===== config.mk =====
export PLATFORM = sky130hd
export DESIGN_NAME = dcm_fx_reconfig_ctrl
export DESIGN_NICKNAME = d
export VERILOG_FILES = /design/src/rtl/dcm_fx_reconfig_ctrl.sv
export SDC_FILE = /design/constraint.sdc
export NUM_CORES = 1
export LEC_CHECK = 0
export CORE_MARGIN = 10
export CORE_UTILIZATION = 51
export CTS_CLUSTER_SIZE = 20
export DETAILED_ROUTE_END_ITERATION = 8
export GPL_ROUTABILITY_DRIVEN = 0
export PLACE_DENSITY_LB_ADDON = 0.08
export SYNTH_ARGS = -nofsm -noshare
export SYNTH_HDL_FRONTEND = slang
export SYNTH_SLANG_ARGS = --single-unit

===== constraint.sdc =====
create_clock -name dclk -period 2.99 [get_ports dclk]
set_clock_uncertainty 0.2 [all_clocks]
set_input_delay 0.299 -clock dclk [delete_from_list [all_inputs] [get_ports dclk]]
set_output_delay 0.299 -clock dclk [all_outputs]
set_load 0.02 [all_outputs]

===== src/rtl/dcm_fx_reconfig_ctrl.sv =====
// Sequences a run-time CLKFX M/D change on an X_DCM_ADV through its DRP:
// reset hold, DRP write, reset release, wait for LOCKED, report DONE or ERR.
// Build option DCM_FX_READBACK_EN adds a DRP read-back check of the written word.
// The DCM DO pin is named drp_do because "do" is a reserved word.
module dcm_fx_reconfig_ctrl #(
  parameter logic [6:0]  FX_DRP_ADDR  = 7'h50,
  parameter int unsigned RST_CYCLES   = 3,
  parameter int unsigned DRDY_TIMEOUT = 64,
  parameter int unsigned LOCK_TIMEOUT = 65535
) (
  input  logic        dclk,
  input  logic        rst,
  input  logic        req,
  input  logic [5:0]  req_m,
  input  logic [5:0]  req_d,
  output logic        busy,
  output logic        done,
  output logic        err,
  output logic [1:0]  err_code,
  output logic        dcm_rst,
  output logic [6:0]  daddr,
  output logic        den,
  output logic        dwe,
  output logic [15:0] di,
  input  logic [15:0] drp_do,
  input  logic        drdy,
  input  logic        locked
);

  localparam int unsigned MAX_A   = (RST_CYCLES > DRDY_TIMEOUT) ? RST_CYCLES : DRDY_TIMEOUT;
  localparam int unsigned CNT_MAX = (MAX_A > LOCK_TIMEOUT) ? MAX_A : LOCK_TIMEOUT;
  localparam int          CW      = $clog2(CNT_MAX + 1);

  localparam logic [CW-1:0] RST_LAST  = CW'(RST_CYCLES - 1);
  localparam logic [CW-1:0] DRDY_LAST = CW'(DRDY_TIMEOUT - 1);
  localparam logic [CW-1:0] LOCK_LAST = CW'(LOCK_TIMEOUT - 1);

  typedef enum logic [3:0] {
    S_IDLE,
    S_CHECK,
    S_RST_HOLD,
    S_DRP_WR,
    S_WAIT_WR,
`ifdef DCM_FX_READBACK_EN
    S_DRP_RD,
    S_WAIT_RD,
`endif
    S_RELEASE,
    S_WAIT_LOCK,
    S_FINISH,
    S_FAIL
  } state_t;

  state_t        state;
  logic [CW-1:0] cnt;
  logic [5:0]    m_q;
  logic [5:0]    d_q;
  logic          md_ok;

  // Range check runs on the latched request so it never sees the raw pins.
  assign md_ok = (m_q >= 6'd2) && (m_q <= 6'd32) && (d_q >= 6'd1) && (d_q <= 6'd32);

`ifndef DCM_FX_READBACK_EN
  logic unused_do;
  assign unused_do = ^drp_do;
`endif

  always_ff @(posedge dclk) begin
    // NOTE: reset is synchronous and active-high, so it lives inside the clocked
    // block; every state element uses <= so all of them update from the same edge.
    if (rst) begin
      state    <= S_IDLE;
      cnt      <= '0;
      m_q      <= '0;
      d_q      <= '0;
      busy     <= 1'b0;
      done     <= 1'b0;
      err      <= 1'b0;
      err_code <= 2'b00;
      dcm_rst  <= 1'b0;
      daddr    <= '0;
      den      <= 1'b0;
      dwe      <= 1'b0;
      di       <= '0;
    end else begin
      done <= 1'b0;
      err  <= 1'b0;
      unique case (state)
        S_IDLE: begin
          if (req) begin
            m_q      <= req_m;
            d_q      <= req_d;
            busy     <= 1'b1;
            err_code <= 2'b00;
            state    <= S_CHECK;
          end
        end
        S_CHECK: begin
          if (md_ok) begin
            dcm_rst <= 1'b1;
            cnt     <= '0;
            state   <= S_RST_HOLD;
          end else begin
            err      <= 1'b1;
            err_code <= 2'b01;
            state    <= S_FAIL;
          end
        end
        S_RST_HOLD: begin
          if (cnt == RST_LAST) begin
            den   <= 1'b1;
            dwe   <= 1'b1;
            daddr <= FX_DRP_ADDR;
            di    <= {2'b00, m_q - 6'd1, 2'b00, d_q - 6'd1};
            state <= S_DRP_WR;
          end else begin
            cnt <= cnt + 1'b1;
          end
        end
        S_DRP_WR: begin
          den   <= 1'b0;
          dwe   <= 1'b0;
          cnt   <= '0;
          state <= S_WAIT_WR;
        end
        S_WAIT_WR: begin
          // DRDY on the last allowed cycle still wins over the timeout.
          if (drdy) begin
`ifdef DCM_FX_READBACK_EN
            den   <= 1'b1;
            state <= S_DRP_RD;
`else
            dcm_rst <= 1'b0;
            state   <= S_RELEASE;
`endif
          end else if (cnt == DRDY_LAST) begin
            err      <= 1'b1;
            err_code <= 2'b10;
            dcm_rst  <= 1'b0;
            state    <= S_FAIL;
          end else begin
            cnt <= cnt + 1'b1;
          end
        end
`ifdef DCM_FX_READBACK_EN
        S_DRP_RD: begin
          den   <= 1'b0;
          cnt   <= '0;
          state <= S_WAIT_RD;
        end
        S_WAIT_RD: begin
          if (drdy) begin
            dcm_rst <= 1'b0;
            if (drp_do == di) begin
              state <= S_RELEASE;
            end else begin
              err      <= 1'b1;
              err_code <= 2'b01;
              state    <= S_FAIL;
            end
          end else if (cnt == DRDY_LAST) begin
            err      <= 1'b1;
            err_code <= 2'b10;
            dcm_rst  <= 1'b0;
            state    <= S_FAIL;
          end else begin
            cnt <= cnt + 1'b1;
          end
        end
`endif
        S_RELEASE: begin
          cnt   <= '0;
          state <= S_WAIT_LOCK;
        end
        S_WAIT_LOCK: begin
          if (locked) begin
            done  <= 1'b1;
            state <= S_FINISH;
          end else if (cnt == LOCK_LAST) begin
            err      <= 1'b1;
            err_code <= 2'b11;
            state    <= S_FAIL;
          end else begin
            cnt <= cnt + 1'b1;
          end
        end
        S_FINISH, S_FAIL: begin
          busy  <= 1'b0;
          state <= S_IDLE;
        end
        default: state <= S_IDLE;
      endcase
    end
  end

endmodule


==> After elaboration in Yosys (flattened, before gate mapping) <==
Cells that the tools add are included.
{ "word_totals": {"output_inout_bits": 31, "register_bits": 52} }
{ "op_classes": {"n_addsub": 3, "n_reduce_logical": 20, "bitwise_logic": 1, "n_lt_le_gt_ge": 4, "muxes": 37, "n_eq_ne": 24} }
{ "ops": {"columns": ["cell", "n"], "rows": [
  ["$mux 16", 6],
  ["$pmux 16 s5", 1],
  ["$mux 4", 7],
  ["$pmux 4 s7", 1],
  ["$ne 2x2->1 const B", 11],
  ["$add 16x1->16 const B", 1],
  ["$eq 16x16->1 const B", 1],
  ["$eq 16x2->1 const B", 1],
  ["$eq 16x6->1 const B", 1],
  ["$eq 4x3->1 const B", 4],
  ["$reduce_and 7->1", 2],
  ["$le 6x6->1 const B", 2],
  ["$mux 2", 6],
  ["$sub 6x1->6 const B", 2],
  ["$mux 1", 11],
  ["$eq 4x2->1 const B", 2],
  ["$pmux 2 s4", 1],
  ["$reduce_and 2->1", 4],
  ["$ge 6x1->1 const B", 1],
  ["$ge 6x2->1 const B", 1],
  ["$ne 3x3->1 const B", 2],
  ["$pmux 1 s2", 3],
  ["$reduce_bool 2->1", 3],
  ["$reduce_or 2->1", 3],
  ["10 further kinds", 12]
]} }

==> Longest topological paths before layout <==
{ "logic_depth": {"word_depth": 6, "mapped_depth": 10, "mapped_depth_nobuf": 8} }

==> Worst setup path before layout <==
OpenSTA, ideal clock, no wires.
{ "synth_path": {"kind": "register to register", "start": "register d_q[0]", "end": "register cnt[15]", "slack_ps": 361, "required_time_ps": 2724, "path_stages_with_launch": 9, "arrival_time_ps": 2363, "synth_period_minus_slack_ps": 2629, "path_cell_list": "dfxtp_1 inv_1 ha_1 or4b_1 nand2_1 a41oi_1 or4_1 or3_1 a21oi_2"} }
{ "synth_via": {"elab_chain_cells": 5, "elab_cells_between_ends": 6, "cone_classes": "2 x order compare; 1 x eq/ne; 3 x reduce/logical"} }
{ "synth_rtl": {"columns": ["item", "line", "source"], "rows": [
  ["start: declaration", "57", "logic [5:0] d_q;"],
  ["start signal: assignment", "92", "d_q <= req_d;"],
  ["$ge 6x1->1", "61", "assign md_ok = (m_q >= 6'd2) && (m_q <= 6'd32) && (d_q >= 6'd1) && (d_q <= 6'd32);"],
  ["$logic_and 1x1->1", "61", null],
  ["$logic_and 1x1->1 (*)", "61", null],
  ["$ne 2x2->1 (no source line) (*)", null, null],
  ["$reduce_and 7->1 (no source line) (*)", null, null],
  ["end signal: assignment", "117", "cnt <= cnt + 1'b1;"],
  ["end signal: assignment", "142", "cnt <= cnt + 1'b1;"],
  ["end signal: assignment", "184", "cnt <= cnt + 1'b1;"],
  ["end: declaration", "55", "logic [CW-1:0] cnt;"]
]} }
Mark *: on every way between the ends. The rest lies on a longest branch, timed or not.
A chain may end at the register's enable or synchronous reset.

==> Final worst setup path <==
{ "layout_path": {"start": "register d_q[1]", "end": "register cnt[4]"} }
Same word-level chain as after synthesis.

==> flow_summary.json <==
{
  "die_w_um": 94.9,
  "worstPathArrival_ns": 2.86,
  "gr-total-overflow": 0,
  "ys_types": 60,
  "first_pass_iters": 5,
  "grt_pass1_wl_um": 11300,
  "tightest_slew_ns": 0.637,
  "async_reset_ff_share_pct": 0,
  "max_cap_violations": 0,
  "die_h_um": 94.9,
  "wirelength_um": 6680,
  "clk_latency_ns": 0.31,
  "reg2reg_from": "d_q[1]$_SDFFE_PP0P_",
  "hold_end": "err_code[0]$_SDFFE_PP0P_",
  "via_per_inst": 5.59,
  "die-area_um2": 9000,
  "antenna_found_initial": 0,
  "fill_cells": 500,
  "crit_path_end_kind": "register",
  "clock_tree.buffer_depth": 2,
  "finalSetupViolCount": 0,
  "postCtsHoldBufs": 0,
  "clk_pin_slew_ns": 0.10,
  "max_freq_mhz": 356,
  "rows": 27,
  "path_cells": "inv_1 -> ha_1 -> or4b_1 -> nand2_1 -> a41oi_2 -> or2_4 -> buf_12 -> or4_1 -> a21oi_2",
  "syn2layout_area_growth_pct": 21.1,
  "grt_pass1_vias": 2410,
  "maxSlewViolCount": 0,
  "hold_ws_ns": 0.283,
  "wl_per_cell_um": 14.4,
  "p_leak_nw": 1.21,
  "synth-seq-area-share_pct": 36.4,
  "hold_viol_final": 0,
  "synth_edf_count": 0,
  "first_iter_violations": 156,
  "postSynthAreaPerCell_um2": 8.26,
  "diodes": 0,
  "r2r_slack_ns": 0.18,
  "track_usage_pct": 15.2,
  "p_per_area_nw_per_um2": 548,
  "start_util_pct": 52.2,
  "vias": 2589,
  "relSlewSlack_pct": 56.4,
  "ff2ff_path_depth": 9,
  "drive_above_1_share_pct": 13.0,
  "finish.utilization_pct": 63.2,
  "hold_class": "register to register",
  "status": "finished clean",
  "dp_hpwl_um": 5110,
  "ir_worst_vdd_uv": 339,
  "cts_sinks": 52,
  "min_period_ns": 2.81,
  "cp_slowest_cell": "or4_1",
  "synthCells": 346,
  "root_buffer": "clkbuf_8",
  "numCtsBuffers": 5,
  "cts_resized": 0,
  "drc": 0,
  "ys_seq_elements": 52,
  "ant_nets": 0,
  "r2r_end": "cnt[4]$_SDFFE_PP0P_",
  "cts_tree": "built",
  "period_share_pct": 94.0,
  "tns_ns": 0,
  "layout_common_cells": "52 x dfxtp_1, 41 x nand2_1, 38 x clkdlybuf4s50_1",
  "postCtsSetupRepairBufs": 0,
  "cpPeakStageDelay_ns": 0.53,
  "required_ns": 3.04,
  "core_um2": 5470,
  "rsz0062_at_grt": "no",
  "worst-setup-path-type": "register to register",
  "ios": 64,
  "worstPathMaxFanout": 11,
  "crit_path_start_kind": "register",
  "min_path_cells": 2,
  "final_nets": 430,
  "layout_commonest_cell": "dfxtp_1",
  "synth_ff_type": "dfxtp_1",
  "grt_start_max_net_pins": 37,
  "synth_area_um2": 2860,
  "ys_warn_count": 0,
  "htree_levels": 2,
  "min_from": "err_code[0]$_SDFFE_PP0P_",
  "io_buffers": 38
}
[cell type report]
class | count | area [µm²] | area share, %
clock inverters | 3 | 23.8 | 0.687
flip-flops and latches | 52 | 1040 | 30.1
repair buffers | 59 | 551 | 15.9
inverters | 13 | 48.8 | 1.41
multi-input cells | 259 | 1640 | 47.3
clock buffers | 5 | 68.8 | 1.99
well taps | 72 | 90.1 | 2.60
[per-stage QoR]
stage / worst slack, ns / power (mW) / cell area, µm² / instances
2_1_floorplan: 0.361 / 1.27 / 2890 / 354
3_3_place_gp: 0.125 / 1.48 / 3350 / 455
3_5_place_dp: 0.0715 / 1.49 / 3350 / 455
4_1_cts: 0.0767 / 1.90 / 3450 / 463
5_1_grt: 0.0270 / 2.02 / 3460 / 463
6_report: 0.180 / 1.89 / 3460 / 463
[report_power, final]
group          switching, mW  leakage [nW]  internal, mW
Combinational          0.371         0.748         0.318
Sequential            0.0526         0.422         0.745
Clock                  0.242        0.0404         0.166
[critical path: cells and delay by family (launching register included)]
kind,cells,cell delay (ns)
and+or+nand+nor,4,1.44
buffers and inverters,2,0.24
adders and majority gates,1,0.17
DFF,1,0.34
AOI/OAI and AO/OA,2,0.36
[state kept, by name (all words and copies together), names as in the netlist]
name and flops:
err_code 2, done 1, err 1, busy 1
cnt 16, dwe 1, dcm_rst 1, state 4
di 12, d_q 6, daddr 1, m_q 6
[layer usage]
metal  part of all wire [%]  routed length [µm]  track usage, %  vias up
met1                     43                2890            17.6     1201
met4                    1.3                  87            4.36        0
met3                    5.1                 338            3.89        8
met5                      0                   0               0        -
li1                       -                   -               -     1324
met2                     50                3360            26.8       56
[worst max-delay path by stage]
stage	from	to	slack (ns)	depth (start not counted)
detailed placement	locked	cnt[4]$_SDFFE_PP0P_	0.07	9
global route	d_q[1]$_SDFFE_PP0P_	cnt[4]$_SDFFE_PP0P_	0.03	9
CTS	d_q[1]$_SDFFE_PP0P_	cnt[4]$_SDFFE_PP0P_	0.08	9
global placement	locked	cnt[8]$_SDFFE_PP0P_	0.13	9
finish	d_q[1]$_SDFFE_PP0P_	cnt[4]$_SDFFE_PP0P_	0.18	9
floorplan	d_q[0]$_SDFFE_PP0P_	cnt[15]$_SDFFE_PP0P_	0.36	8
[Yosys cell counts, types with 4 or more instances]
master	instances	area, µm²
nand3b_1	4	30.0
o21ai_0	4	20.0
a211oi_1	17	128
dfxtp_1	52	1040
or4_1	9	67.6
and3_1	4	25.0
o31ai_1	5	37.5
nand4_1	4	25.0
ha_1	7	87.6
xnor2_1	9	78.8
nand3_1	8	40.0
buf_4	12	90.1
clkbuf_1	15	56.3
nor4_1	4	25.0
nand2b_1	5	31.3
nor3_1	11	55.1
a21oi_2	6	52.6
a21oi_1	21	105
inv_1	13	48.8
nand2_1	41	154
nor2_1	35	131
[logic make-up after synthesis]
group	Yosys count	share of synthesized area, %
AND/OR/NAND/NOR	149	27.4
AO/OA/AOI/OAI	82	21.5
flip-flops	52	36.4
buffers and inverters	43	7.79
XOR/XNOR	11	3.37
adder cells (fa/ha/maj)	7	3.06
other	1	0.131
multiplexers	1	0.350
Power figures use the tool's default switching activity.
